### src/rtl/calc_alu_responder_pkg.sv
// Shared definitions for the calculator datapath: opcodes, FSM encodings,
// widths and the operator-priority helper also used by the keypad parser.
package calc_pkg;

  localparam int W         = 16;
  localparam int MUL_DIGIT = 4;

  localparam logic [3:0] OP_ADD = 4'hA;
  localparam logic [3:0] OP_SUB = 4'hB;
  localparam logic [3:0] OP_MUL = 4'hC;
  localparam logic [3:0] OP_DIV = 4'hD;
  localparam logic [3:0] OP_MOD = 4'hE;

  typedef enum logic [1:0] {
    ST_IDLE = 2'd0,
    ST_CALC = 2'd1,
    ST_DONE = 2'd2
  } state_t;

  // Higher value binds tighter when the parser reduces an expression.
  function automatic logic [1:0] op_priority(input logic [3:0] op);
    case (op)
      OP_MOD:          op_priority = 2'd3;
      OP_MUL, OP_DIV:  op_priority = 2'd2;
      default:         op_priority = 2'd1;
    endcase
  endfunction

endpackage

### src/rtl/calc_alu_responder_divider.sv
// Restoring divider, one quotient bit per cycle MSB first; a zero divisor
// is flagged and reported as done on the cycle right after start.
module calc_seq_divider #(
  parameter int W = 16
) (
  input  logic         IN_clk,
  input  logic         IN_reset,
  input  logic         start_i,
  input  logic [W-1:0] dividend_i,
  input  logic [W-1:0] divisor_i,
  output logic         done_o,
  output logic         dbz_o,
  output logic [W-1:0] quotient_o,
  output logic [W-1:0] remainder_o
);

  localparam int CW = $clog2(W);

  logic          busy_q, busy_d;
  logic          dbz_q, dbz_d;
  logic [CW-1:0] cnt_q, cnt_d;
  logic [W-1:0]  quo_q, quo_d;
  logic [W-1:0]  rem_q, rem_d;
  logic [W-1:0]  div_q, div_d;

  logic [W:0]    shifted;
  logic [W:0]    diff;
  logic [W-1:0]  quo_step;
  logic [W-1:0]  rem_step;

  always_comb begin
    shifted  = {rem_q, quo_q[W-1]};
    diff     = shifted - {1'b0, div_q};
    quo_step = {quo_q[W-2:0], ~diff[W]};
    rem_step = diff[W] ? shifted[W-1:0] : diff[W-1:0];
  end

  always_comb begin
    busy_d = busy_q;
    dbz_d  = 1'b0;
    cnt_d  = cnt_q;
    quo_d  = quo_q;
    rem_d  = rem_q;
    div_d  = div_q;
    if (start_i) begin
      quo_d  = dividend_i;
      rem_d  = '0;
      div_d  = divisor_i;
      cnt_d  = '0;
      busy_d = (divisor_i != '0);
      dbz_d  = (divisor_i == '0);
    end else if (busy_q) begin
      quo_d = quo_step;
      rem_d = rem_step;
      cnt_d = cnt_q + 1'b1;
      if (cnt_q == CW'(W - 1)) busy_d = 1'b0;
    end
  end

  always_ff @(posedge IN_clk or negedge IN_reset) begin
    if (!IN_reset) begin
      busy_q <= 1'b0;
      dbz_q  <= 1'b0;
      cnt_q  <= '0;
      quo_q  <= '0;
      rem_q  <= '0;
      div_q  <= '0;
    end else begin
      busy_q <= busy_d;
      dbz_q  <= dbz_d;
      cnt_q  <= cnt_d;
      quo_q  <= quo_d;
      rem_q  <= rem_d;
      div_q  <= div_d;
    end
  end

  // Results are the values the final iteration is about to store, so the
  // caller can register them on the same edge the divider finishes.
  assign done_o      = (busy_q && cnt_q == CW'(W - 1)) || dbz_q;
  assign dbz_o       = dbz_q;
  assign quotient_o  = quo_step;
  assign remainder_o = rem_step;

endmodule

### src/rtl/calc_alu_responder.sv
// Arithmetic responder: starts on a rising IN_finish, runs add/sub/mul/div/mod
// over one or more cycles and pulses OUT_done with the registered answer.
import calc_pkg::*;

module calc_alu_responder #(
  parameter int W         = calc_pkg::W,
  parameter int MUL_DIGIT = calc_pkg::MUL_DIGIT
) (
  input  logic         IN_clk,
  input  logic         IN_reset,
  input  logic [7:0]   IN_SRCH,
  input  logic [7:0]   IN_SRCL,
  input  logic [7:0]   IN_DSTH,
  input  logic [7:0]   IN_DSTL,
  input  logic [3:0]   IN_ALU_OP,
  input  logic         IN_finish,
  output logic [W-1:0] OUT_ans,
  output logic         OUT_done,
  output logic         OUT_busy,
  output logic         OUT_err,
  output logic         OUT_ovf,
  output logic [1:0]   OUT_state
);

  localparam int NDIG = W / MUL_DIGIT;
  localparam int CW   = $clog2(NDIG);

  state_t         state_q, state_d;
  logic           hist_q, hist_d;
  logic [W-1:0]   a_q, a_d, b_q, b_d;
  logic [3:0]     op_q, op_d;
  logic [2*W-1:0] acc_q, acc_d;
  logic [CW-1:0]  cnt_q, cnt_d;
  logic [W-1:0]   ans_q, ans_d;
  logic           err_q, err_d, ovf_q, ovf_d, done_q, done_d, busy_q, busy_d;

  logic           start;
  logic           div_done, div_dbz;
  logic [W-1:0]   div_quo, div_rem;
  logic [W:0]     sum;
  logic [MUL_DIGIT-1:0] digit;
  logic [2*W-1:0] prod_next;
  logic           fin, fin_err, fin_ovf;
  logic [W-1:0]   fin_ans;

  assign start = (state_q == ST_IDLE) && IN_finish && !hist_q;

  calc_seq_divider #(.W(W)) u_div (
    .IN_clk      (IN_clk),
    .IN_reset    (IN_reset),
    .start_i     (start && (IN_ALU_OP == OP_DIV || IN_ALU_OP == OP_MOD)),
    .dividend_i  ({IN_SRCH, IN_SRCL}),
    .divisor_i   ({IN_DSTH, IN_DSTL}),
    .done_o      (div_done),
    .dbz_o       (div_dbz),
    .quotient_o  (div_quo),
    .remainder_o (div_rem)
  );

  always_comb begin
    sum       = {1'b0, a_q} + {1'b0, b_q};
    digit     = b_q[cnt_q * MUL_DIGIT +: MUL_DIGIT];
    prod_next = acc_q + (({{W{1'b0}}, a_q} * {{(2*W-MUL_DIGIT){1'b0}}, digit})
                         << (cnt_q * MUL_DIGIT));
  end

  always_comb begin
    state_d = state_q;
    hist_d  = IN_finish;
    a_d     = a_q;
    b_d     = b_q;
    op_d    = op_q;
    acc_d   = acc_q;
    cnt_d   = cnt_q;
    ans_d   = ans_q;
    err_d   = err_q;
    ovf_d   = ovf_q;
    done_d  = 1'b0;
    busy_d  = busy_q;
    fin     = 1'b0;
    fin_ans = '0;
    fin_err = 1'b0;
    fin_ovf = 1'b0;

    case (state_q)
      ST_IDLE: begin
        if (start) begin
          a_d     = {IN_SRCH, IN_SRCL};
          b_d     = {IN_DSTH, IN_DSTL};
          op_d    = IN_ALU_OP;
          acc_d   = '0;
          cnt_d   = '0;
          busy_d  = 1'b1;
          state_d = ST_CALC;
        end
      end
      ST_CALC: begin
        case (op_q)
          OP_ADD: begin
            fin     = 1'b1;
            fin_ans = sum[W-1:0];
            fin_ovf = sum[W];
          end
          OP_SUB: begin
            fin     = 1'b1;
            fin_ans = a_q - b_q;
            fin_ovf = (a_q < b_q);
          end
          OP_MUL: begin
            acc_d = prod_next;
            cnt_d = cnt_q + 1'b1;
            if (cnt_q == CW'(NDIG - 1)) begin
              fin     = 1'b1;
              fin_ans = prod_next[W-1:0];
              fin_ovf = (prod_next[2*W-1:W] != '0);
            end
          end
          OP_DIV, OP_MOD: begin
            if (div_done) begin
              fin     = 1'b1;
              fin_err = div_dbz;
              if (div_dbz)             fin_ans = '1;
              else if (op_q == OP_DIV) fin_ans = div_quo;
              else                     fin_ans = div_rem;
            end
          end
          default: begin
            fin     = 1'b1;
            fin_err = 1'b1;
          end
        endcase
        if (fin) begin
          ans_d   = fin_ans;
          err_d   = fin_err;
          ovf_d   = fin_ovf;
          done_d  = 1'b1;
          busy_d  = 1'b0;
          state_d = ST_DONE;
        end
      end
      ST_DONE: state_d = ST_IDLE;
      default: state_d = ST_IDLE;
    endcase
  end

  always_ff @(posedge IN_clk or negedge IN_reset) begin
    if (!IN_reset) begin
      state_q <= ST_IDLE;
      hist_q  <= 1'b1;
      a_q     <= '0;
      b_q     <= '0;
      op_q    <= '0;
      acc_q   <= '0;
      cnt_q   <= '0;
      ans_q   <= '0;
      err_q   <= 1'b0;
      ovf_q   <= 1'b0;
      done_q  <= 1'b0;
      busy_q  <= 1'b0;
    end else begin
      state_q <= state_d;
      hist_q  <= hist_d;
      a_q     <= a_d;
      b_q     <= b_d;
      op_q    <= op_d;
      acc_q   <= acc_d;
      cnt_q   <= cnt_d;
      ans_q   <= ans_d;
      err_q   <= err_d;
      ovf_q   <= ovf_d;
      done_q  <= done_d;
      busy_q  <= busy_d;
    end
  end

  assign OUT_ans   = ans_q;
  assign OUT_done  = done_q;
  assign OUT_busy  = busy_q;
  assign OUT_err   = err_q;
  assign OUT_ovf   = ovf_q;
  assign OUT_state = state_q;

endmodule

### config.mk
export PLATFORM = sky130hd
export DESIGN_NAME = calc_alu_responder
export DESIGN_NICKNAME = d
export VERILOG_FILES = /design/src/rtl/calc_alu_responder_pkg.sv /design/src/rtl/calc_alu_responder_divider.sv /design/src/rtl/calc_alu_responder.sv
export SDC_FILE = /design/constraint.sdc
export NUM_CORES = 1
export LEC_CHECK = 0
export CAP_MARGIN = 20
export CORE_MARGIN = 2
export CORE_UTILIZATION = 25
export CTS_CLUSTER_SIZE = 24
export DETAILED_ROUTE_END_ITERATION = 12
export PLACE_DENSITY = 0.48
export SETUP_SLACK_MARGIN = 0.02
export SYNTH_ARGS = -nofsm -noshare
export SYNTH_HDL_FRONTEND = slang
export SYNTH_SLANG_ARGS = --single-unit
### constraint.sdc
create_clock -name IN_clk -period 11.9 [get_ports IN_clk]
set_input_delay 2.975 -clock IN_clk [delete_from_list [all_inputs] [get_ports IN_clk]]
set_output_delay 2.975 -clock IN_clk [all_outputs]
set_load 0.005 [all_outputs]
==> results, run 1 <==
- Headroom to the max-slew limit came out at 37.5%.
- Across all layers, the routed design uses approximately 11000 vias.
- The worst flop-to-flop path startpoint is cnt_q[0].
- The simple logic cell fraction of the synthesized area is 20.3%.
- The nature of the critical path startpoint is a flip-flop.
- The part of the cycle the worst path needs is 70.8%.
- Based on the critical path, the design can be clocked at up to roughly 0.12 GHz.
- The combined global-route utilization of all metal layers is roughly 16%.
- The number of buffers inserted by port buffering is 60.
- The floorplan has 82 rows.
- A synthesized cell averages 8.24 sq um.
- For this design the ratio of total power to cell area is 252 mW/mm^2.
- The critical path contains buffers and inverters numbering 2 combined.
- Summing the areas of all compound-gate instances in the mapped netlist gives 20.0% of the synthesized area.
- The global-route wire length before repair is 65600 um.
- The final count of negative-setup-slack endpoints is 0.
- The clock period minus final worst setup slack is ~8.4 ns.
- The number of different library cells used by synthesis comes to just under 80.
- By area, the combinational part of the netlist is dominated by simple AND/OR/NAND/NOR gates.
- The placer congestion estimate is around 0.86.
- The initial core utilization is between 20 and 30%.
- Synthesis produced about 1500 cells.
- Summed over all failing endpoints, the final setup total negative slack is 0 ns.
- After Yosys synthesis, full adders, half adders and majority gates account for 15.5% of the synthesized area.
- Entering global routing, the biggest net connects 83 pins.
- The type of the worst setup path is flip-flop to flip-flop.
- Buffers inserted to repair hold after CTS numbered 0.
- Multiplexer cells account for 5.10% of the synthesized area.
- The worst reg-to-reg path cell count is 28.
- TritonCTS built the clock tree.
- The final-report hold violation count is 0.
- Buffers added to address setup during post-CTS repair amount to 0.
- For this run, asynchronously set or reset flops after synthesis account for 100%.
- Once detailed placement completed, the half-perimeter wirelength came to between 30000 and 40000 um.
- The static leakage power is 6.52 nW.
- The first routing iteration left 756 violations.
- The number of nets handed over by synthesis was 1725.
- Fill cells in the final layout number 5532.
- The final layout contains 1749 nets.
- The clock insertion delay at the later pin of the skew report is between 0.4 and 0.5 ns.
- Setup repair after global routing left no endpoint under its margin.
- For this design, the slowest cell found on the critical path is sky130_fd_sc_hd__mux4_2.
- The delay of the slowest cell on the worst path is 0.75 ns.
- Gates resized during post-CTS repair numbered 0.
- After detailed routing, the number of vias per cell comes to 4.96.
- The average wire per cell in the routed design is 18.4 um.
- The area of the core is 0.0503 sq mm.
- The number of clock buffers added by TritonCTS is 17.
- Counting along the longest clock path gives a buffer depth of 2.
- STA puts the critical path data arrival time at between 8 and 9 ns.
- In this run, synthesis inferred 0 flip-flops with an integrated enable.
- The most instantiated flip-flop cell in the synthesis netlist is sky130_fd_sc_hd__dfrtp_1.
- The TritonCTS sink count is 147.
- The startpoint of the worst hold path is u_div.div_q[0].
- Sequential cells were found to cover 28.9% of the synthesized design area.
- The number of DRC violations after detailed routing is 0.
- The fraction of layout instances using a drive strength above 1 is 4.92%.
- The worst hold path endpoint is u_div.div_q[0].
- The number of stages on the worst setup path is 28.
- For the worst setup path, the data required time is 12.21 ns.
- The post-detailed-route count of antenna-violating nets is 0.
- For this block, the routed nets add up to 41600 um of wire.
- The master cell of the clock root buffer is sky130_fd_sc_hd__clkbuf_16.
- Before antenna repair, the detailed router went through 5 iterations.
- The endpoint of the most critical register-to-register path is OUT_ovf.
- The H-tree was split into 4 levels.
- The actual transition at the worst max-transition pin is 0.937 ns.
- The total power consumption of the routed design is about 3.7 mW.
- Counting instances, the worst hold path has a depth of 2.
- Broken down by cell family, the worst path's largest delay share belongs to compound AO/OA/AOI/OAI gates.
- The flow ran to the end, and the final reports show no timing, DRC or antenna violations.
- The number of max-capacitance violations reported is 0.
- The post-synthesis cell area is 0.0127 sq mm.
- The path class of the lowest-slack min-delay path is flip-flop to flip-flop.
- The die covers between 0.05 and 0.06 sq mm.
- At the end of the flow the core is filled with cells to 29.1%.
- Yosys printed 0 warnings.
- Clock-pin slew was measured on the worst setup and hold paths at approximately 0.070 ns.
- The x dimension of the die is 230 um.
- The final clock skew is 0.0138 ns.
- The boundary pin count is between 60 and 70.
- The global-route congestion overflow total is 0.
- The via count of the first global-routing pass was 11100.
- The worst reg-to-reg setup slack is 3.47 ns.
- The chip height is 230 um.
- Of all nets on the critical path, the largest fanout is 16.
- The largest vdd supply drop is 118 uV.
- The max-slew violation count is 0.
- Compared with the post-synthesis result, the final layout area differs by 14.8%.
- The synthesized-area fraction occupied by xor and xnor cells is 4.94%.
- STA classifies the critical path endpoint as a flip-flop.
- The worst slack on hold paths is 0.482 ns.
- The initial antenna violation count was 0.
- Synthesis inferred 147 register bits.
## layout by cell type (no fill, tap or decap), types with 12 or more instances in the layout
master,Yosys,routed
sky130_fd_sc_hd__nand2_1,206,206
sky130_fd_sc_hd__dfrtp_1,146,145
sky130_fd_sc_hd__o21ai_0,138,138
sky130_fd_sc_hd__nor2_1,108,108
sky130_fd_sc_hd__ha_1,107,107
sky130_fd_sc_hd__inv_1,103,103
sky130_fd_sc_hd__a21oi_1,103,103
sky130_fd_sc_hd__and2_1,61,61
sky130_fd_sc_hd__nand3_1,59,59
sky130_fd_sc_hd__clkdlybuf4s50_1,0,59
sky130_fd_sc_hd__xnor2_1,50,50
sky130_fd_sc_hd__mux2i_1,48,48
sky130_fd_sc_hd__fa_1,32,32
sky130_fd_sc_hd__nor3_1,25,25
sky130_fd_sc_hd__xor2_1,20,20
sky130_fd_sc_hd__a211oi_1,19,19
sky130_fd_sc_hd__o21a_1,19,19
sky130_fd_sc_hd__nor2b_1,19,19
sky130_fd_sc_hd__a21o_1,18,18
sky130_fd_sc_hd__clkbuf_16,0,17
sky130_fd_sc_hd__buf_4,1,14
sky130_fd_sc_hd__o21bai_1,13,13
sky130_fd_sc_hd__and3_1,13,13
sky130_fd_sc_hd__nor4_1,13,12
sky130_fd_sc_hd__nand2b_1,12,12
## worst max-delay path by stage
| stage | from | end |
|---|---|---|
| 3_3_place_gp | cnt_q[0] | OUT_ovf |
| 5_1_grt | cnt_q[0] | OUT_ovf |
| 6_report | cnt_q[0] | OUT_ovf |
| 4_1_cts | cnt_q[0] | OUT_ovf |
| 3_5_place_dp | cnt_q[0] | OUT_ovf |
| 2_1_floorplan | cnt_q[0] | OUT_ovf |
## cell type report
cell class	instances	area, sq um	area share (%)
clock buffers	20	457	3.12
multi-input cells	1226	8420	57.6
repair buffers	75	719	4.92
clock inverters	12	111	0.761
well taps	672	841	5.75
flip-flops and latches	147	3680	25.2
diodes	1	2.50	0.0171
inverters	104	390	2.67
## registers in the layout, summed over array words and instances, names as in the netlist, 2 cells and up
signal,flops
u_div.cnt_q,4
u_div.rem_q,16
u_div.div_q,16
a_q,16
OUT_ans,16
cnt_q,2
op_q,4
OUT_state,2
b_q,16
acc_q,32
u_div.quo_q,16
## stage by stage
| stage | instances | instance area [sq um] | setup WS (ns) |
|---|---|---|---|
| floorplan | 1547 | 12700 | 4.41 |
| global placement | 2223 | 14000 | 3.74 |
| detailed placement | 2223 | 14000 | 3.52 |
| CTS | 2255 | 14600 | 3.49 |
| global route | 2256 | 14600 | 2.73 |
| finish | 2257 | 14600 | 3.47 |
## synth_stat cells, types with 12 or more instances
library cell               number  area [sq um]
sky130_fd_sc_hd__a211oi_1      19           143
sky130_fd_sc_hd__a21o_1        18           135
sky130_fd_sc_hd__a21oi_1      103           515
sky130_fd_sc_hd__and2_1        61           382
sky130_fd_sc_hd__and3_1        13          81.3
sky130_fd_sc_hd__clkbuf_1      62           233
sky130_fd_sc_hd__dfrtp_1      146          3650
sky130_fd_sc_hd__fa_1          32           641
sky130_fd_sc_hd__ha_1         107          1340
sky130_fd_sc_hd__inv_1        103           387
sky130_fd_sc_hd__mux2i_1       48           480
sky130_fd_sc_hd__nand2_1      206           773
sky130_fd_sc_hd__nand2b_1      12          75.1
sky130_fd_sc_hd__nand3_1       59           295
sky130_fd_sc_hd__nor2_1       108           405
sky130_fd_sc_hd__nor2b_1       19           119
sky130_fd_sc_hd__nor3_1        25           125
sky130_fd_sc_hd__nor4_1        13          81.3
sky130_fd_sc_hd__o21a_1        19           143
sky130_fd_sc_hd__o21ai_0      138           691
sky130_fd_sc_hd__o21bai_1      13          97.6
sky130_fd_sc_hd__xnor2_1       50           438
sky130_fd_sc_hd__xor2_1        20           175
## tightest hold or removal path, delay by kind of cell, from the launching register on
| family | cells | cell delay, ns |
|---|---|---|
| flops | 1 | 0.35 |
| simple gates | 2 | 0.10 |
## report_power, final
group	internal (mW)	switching (mW)	total, mW	leakage, nW
sequential	0.629	0.142	0.772	1.83
clock	0.287	0.253	0.540	0.272
combinational	0.933	1.44	2.38	4.42
## kinds of logic (layout without fill, tap and decap cells)
family | Yosys count | in the layout
AND/OR/NAND/NOR | 549 | 549
AO/OA/AOI/OAI | 408 | 408
buffers and inverters | 174 | 211
flip-flops | 147 | 147
adder cells (fa/ha/maj) | 139 | 139
XOR/XNOR | 71 | 71
multiplexers | 59 | 59
other | 0 | 1
## metal layers
metal,GRT usage [%],share of wire [%],vias up
li1,-,-,5478
met1,21.8,47,5483
met2,26.7,47,209
met3,2.15,3.4,34
met4,4.03,2.0,0
met5,0,0,-
Note: power is estimated with default switching activity, not from simulation.
==> inputs of run 2 (changes only) <==
--- a/config.mk
+++ b/config.mk
@@ -10,7 +10,7 @@
 export CORE_UTILIZATION = 25
 export CTS_CLUSTER_SIZE = 24
 export DETAILED_ROUTE_END_ITERATION = 12
-export PLACE_DENSITY = 0.48
+export PLACE_DENSITY = 0.49
 export SETUP_SLACK_MARGIN = 0.02
 export SYNTH_ARGS = -nofsm -noshare
 export SYNTH_HDL_FRONTEND = slang
==> constraint.sdc (replaced) <==
create_clock -name IN_clk -period 6.83 [get_ports IN_clk]
set_input_delay 1.7075 -clock IN_clk [delete_from_list [all_inputs] [get_ports IN_clk]]
set_output_delay 1.7075 -clock IN_clk [all_outputs]
set_load 0.005 [all_outputs]
==> run 2 against run 1 <==
Net effect:
- the run now ends with setup timing left
- sequential cell count stayed put
- design area is 11% higher
- fmax is 20% higher
- sequential power is 76% higher
- clock power is 110% higher
- setup slack worse by 3.7 ns
- worst hold slack better by 0.015 ns
- via count is 4.3% higher
- power is 100% higher
- clock skew is 0.0051 ns higher
- register-to-register slack worse by 3.7 ns
- non-clock buffer count is 140 higher
==> results, run 2 (synthesis gave the netlist of run 1 again) <==
- The initial antenna violation count is 0 (unchanged).
- The delay of the slowest cell on the worst path was 0.59 ns (was 0.75 ns).
- The final routed wirelength across all metal layers is 43300 um (was 41600 um).
- The x dimension of the die is 230 um (unchanged).
- The areal power density over the cells was 461 mW/mm^2 (was 252 mW/mm^2).
- The clock insertion delay at the later pin of the skew report is 0.47 ns (was 0.45 ns).
- The reported net switching power is 3.50 mW (was 1.84 mW).
- The deepest clock path buffer count is 2 (unchanged).
- The number of max-capacitance violations reported is 0 (unchanged).
- The detailed placement HPWL is 33600 um (was 32000 um).
- The checks that failed: setup timing.
- The worst-case headroom to the max-slew limit is 41.4% (was 37.5%).
- The largest net degree at the start of global routing is 63 (was 83).
- Setup repair after global routing missed its margin: true (was false).
- The post-detailed-route count of antenna-violating nets came to 0 (unchanged).
- The largest fanout on the critical path was 5 (was 16).
- The global-route wire length before repair is 67600 um (was 65600 um).
- The number of CTS-inserted buffers was 17 (unchanged).
- The final count of negative-setup-slack endpoints was 4 (was 0).
- Top library cells by usage in the layout, fill and taps aside: 202 x sky130_fd_sc_hd__nand2_1, 147 x sky130_fd_sc_hd__buf_4, 144 x sky130_fd_sc_hd__dfrtp_1, 128 x sky130_fd_sc_hd__o21ai_0, 103 x sky130_fd_sc_hd__nor2_1 (was 206 x sky130_fd_sc_hd__nand2_1, 145 x sky130_fd_sc_hd__dfrtp_1, 138 x sky130_fd_sc_hd__o21ai_0, 108 x sky130_fd_sc_hd__nor2_1, 107 x sky130_fd_sc_hd__ha_1).
- The worst flop-to-flop path startpoint is cnt_q[0] (unchanged).
- The global-route congestion overflow total came to 0 (unchanged).
- The first-pass iteration count of the detailed router is 6 (was 5).
- The boundary pin count is 61 (unchanged).
- The part of the total power dissipated in the clock network is 14.8% (was 14.6%).
- The met3 track demand over resource in global routing is 2.83% (was 2.15%).
- The TritonCTS clock tree is built (unchanged).
- The number of buffers inserted by port buffering is 60 (unchanged).
- The cell row count came to 82 (unchanged).
- The type of the worst setup path is flip-flop to flip-flop (unchanged).
- The part of the cycle the worst path needs is 103% (was 70.8%).
- The final clock skew is 0.0189 ns (was 0.0138 ns).
- The fraction of layout instances using a drive strength above 1 is 16.6% (was 4.92%).
- The most crowded layer after global routing is met2 (unchanged).
- The cell area after layout is 0.0163 sq mm (was 0.0146 sq mm).
- The max-slew violation count is 0 (unchanged).
- The area of the core is 0.0503 sq mm (unchanged).
- The placer congestion estimate is 0.899 (was 0.861).
- The final worst-path setup slack is -0.199 ns (was 3.47 ns).
- The switching fraction of total power is 46.7% (was 49.9%).
- The share of total power in sequential cells is 18.1% (was 20.9%).
- The number of flip-flops in the largest register is 32 (unchanged).
- The register with the most flip-flops is acc_q (unchanged).
- The worst reg-to-reg path cell count is 28 (unchanged).
- The via count normalized by instance count is 4.88 (was 4.96).
- The worst hold path endpoint was OUT_busy (was u_div.div_q[0]).
- The iteration-0 DRC count of the detailed router is 830 (was 756).
- The routing usage on met2 is 27.6% (was 26.7%).
- The signed area change from the synthesized netlist to the final layout is 27.5% (was 14.8%).
- The chip height is 230 um (unchanged).
- The worst-case setup slack after placement is -0.310 ns (was 3.52 ns).
- The routed via count is 11700 (was 11200).
- The combined global-route utilization of all metal layers is 16.5% (was 16.0%).
- The commonest non-fill, non-tap cell in the layout is sky130_fd_sc_hd__nand2_1 (unchanged).
- The post-placement cell area is 0.0150 sq mm (was 0.0140 sq mm).
- The data required time of the critical path is 7.16 ns (was 12.21 ns).
- The master cell of the clock root buffer is sky130_fd_sc_hd__clkbuf_16 (unchanged).
- The clock period minus final worst setup slack is 7.03 ns (was 8.43 ns).
- The static leakage power was 7.35 nW (was 6.52 nW).
- The full die area came to 0.0528 sq mm (unchanged).
- The via count of the first global-routing pass came to 11800 (was 11100).
- The met1 capacity usage during global routing is 21.5% (was 21.8%).
- The average wire per cell in the routed design is 18.1 um (was 18.4 um).
- The TritonCTS sink count came to 147 (unchanged).
- The internal power consumption is 4.00 mW (was 1.85 mW).
- The largest vdd supply drop is 267 uV (was 118 uV).
- The number of cells on the worst hold path is 2 (unchanged).
- The actual transition at the worst max-transition pin is 0.879 ns (was 0.937 ns).
- The endpoint of the most critical register-to-register path is OUT_ovf (unchanged).
- The peak clock frequency supported by timing is 0.142 GHz (was 0.119 GHz).
- The clock-pin transition on the worst setup and hold timing paths is 0.07 ns (about the same).
- The final net count is 1890 (was 1749).
- The worst reg-to-reg setup slack is -0.20 ns (was 3.47 ns).
- The H-tree depth is 4 (unchanged).
- The arrival time of data at the critical path endpoint is 7.36 ns (was 8.74 ns).
- The kind of end point of the critical path is a flip-flop (unchanged).
- The most prevalent standard cell on the critical path is sky130_fd_sc_hd__o21ai_2.
- The slowest stage cell on the critical path is sky130_fd_sc_hd__mux4_2 (unchanged).
- The initial core utilization came to 25.3% (unchanged).
- The final-report hold violation count came to 0 (unchanged).
- Result of the run: complete, but fails checks (was finished clean).
- The startpoint of the worst hold path is OUT_busy (was u_div.div_q[0]).
- The count of antenna diodes in the layout is 0 (was 1).
- The relative contribution of combinational cells to total power was 67.1% (was 64.4%).
- The path class of the lowest-slack min-delay path is flip-flop to flip-flop (unchanged).
- The nature of the critical path startpoint is a flip-flop (unchanged).
- The number of DRC violations after detailed routing is 0 (unchanged).
- The total of fill cells in the finished design was 5305 (was 5532).
-- run 2: cell count changes in the layout (fill, tap and decap cells not counted), sizes merged --
cell | before | now
clkinv | 1 | 2
inv | 112 | 111
clkinvlp | 3 | 0
dlymetal6s2s | 1 | 0
clkbuf | 20 | 18
diode | 1 | 0
mux4 | 4 | 5
bufinv | 0 | 5
buf | 15 | 156
-- run 2: power by group through the flow --
| stage | Combinational, mW | Sequential [mW] | Clock (mW) |
|---|---|---|---|
| 6_report | 5.03 | 1.36 | 1.11 |
| 3_3_place_gp | 4.68 | 1.37 | 0 |
| 4_1_cts | 4.84 | 1.36 | 1.14 |
| 5_1_grt | 5.54 | 1.39 | 1.18 |
| 2_1_floorplan | 3.10 | 1.25 | 0 |
| 3_5_place_dp | 4.72 | 1.37 | 0 |
-- run 2: worst max path at each step --
stage | startpoint | endpoint | cells after the start
floorplan | cnt_q[0] | OUT_ovf | 30
global placement | cnt_q[0] | OUT_ovf | 29
detailed placement | cnt_q[0] | OUT_ovf | 29
CTS | cnt_q[0] | OUT_ovf | 28
global route | cnt_q[0] | OUT_ovf | 30
finish | cnt_q[0] | OUT_ovf | 28
-- run 2: layer usage --
layer | vias to the layer above | wire length [um]
li1 | 5747 | -
met3 | 39 | 1980
met1 | 5638 | 19800
met2 | 266 | 20500
met4 | 0 | 1020
met5 | - | 0
-- run 2: cell type report --
class | count | area [sq um] | share of cell area (%)
multi-input cells | 1227 | 8880 | 54.6
flip-flops and latches | 147 | 3680 | 22.7
repair buffers | 215 | 1790 | 11.0
well taps | 672 | 841 | 5.17
clock buffers | 18 | 429 | 2.64
inverters | 104 | 390 | 2.40
clock inverters | 14 | 241 | 1.49
-- run 2: repair_timing --
| action | in CTS | in global routing |
|---|---|---|
| gates resized for setup | 34 | 53 |
| setup endpoints to repair | 5 | 14 |
| pin swaps | 20 | 38 |
| hold buffers | 0 | 0 |
| setup buffers | 15 | 7 |
| gates cloned | 1 | 0 |
-- run 2: through the flow --
| stage | hold slack (ns) | TNS (ns) | utilization (%) | cells | total power [mW] |
|---|---|---|---|---|---|
| after floorplan | 0.445 | 0 | - | 1547 | 4.34 |
| after global placement | 0.472 | -0.501 | 29.9 | 2342 | 6.05 |
| after CTS | 0.499 | -0.335 | 31.7 | 2391 | 7.34 |
| after detailed placement | 0.483 | -0.891 | 29.9 | 2343 | 6.09 |
| final | 0.497 | -0.419 | 32.3 | 2397 | 7.50 |
| after global routing | 0.517 | -2.35 | 32.3 | 2397 | 8.10 |
-- run 2: worst max-delay path, delay by kind of cell (launching register included) --
kind / cells / cell delay, ns
buffers and inverters: 3 / 0.27
AO/OA/AOI/OAI: 12 / 2.35
adder cells (fa/ha/maj): 4 / 1.61
XOR/XNOR: 2 / 0.39
AND/OR/NAND/NOR: 5 / 0.96
flip-flops: 1 / 0.45
multiplexers: 2 / 0.87
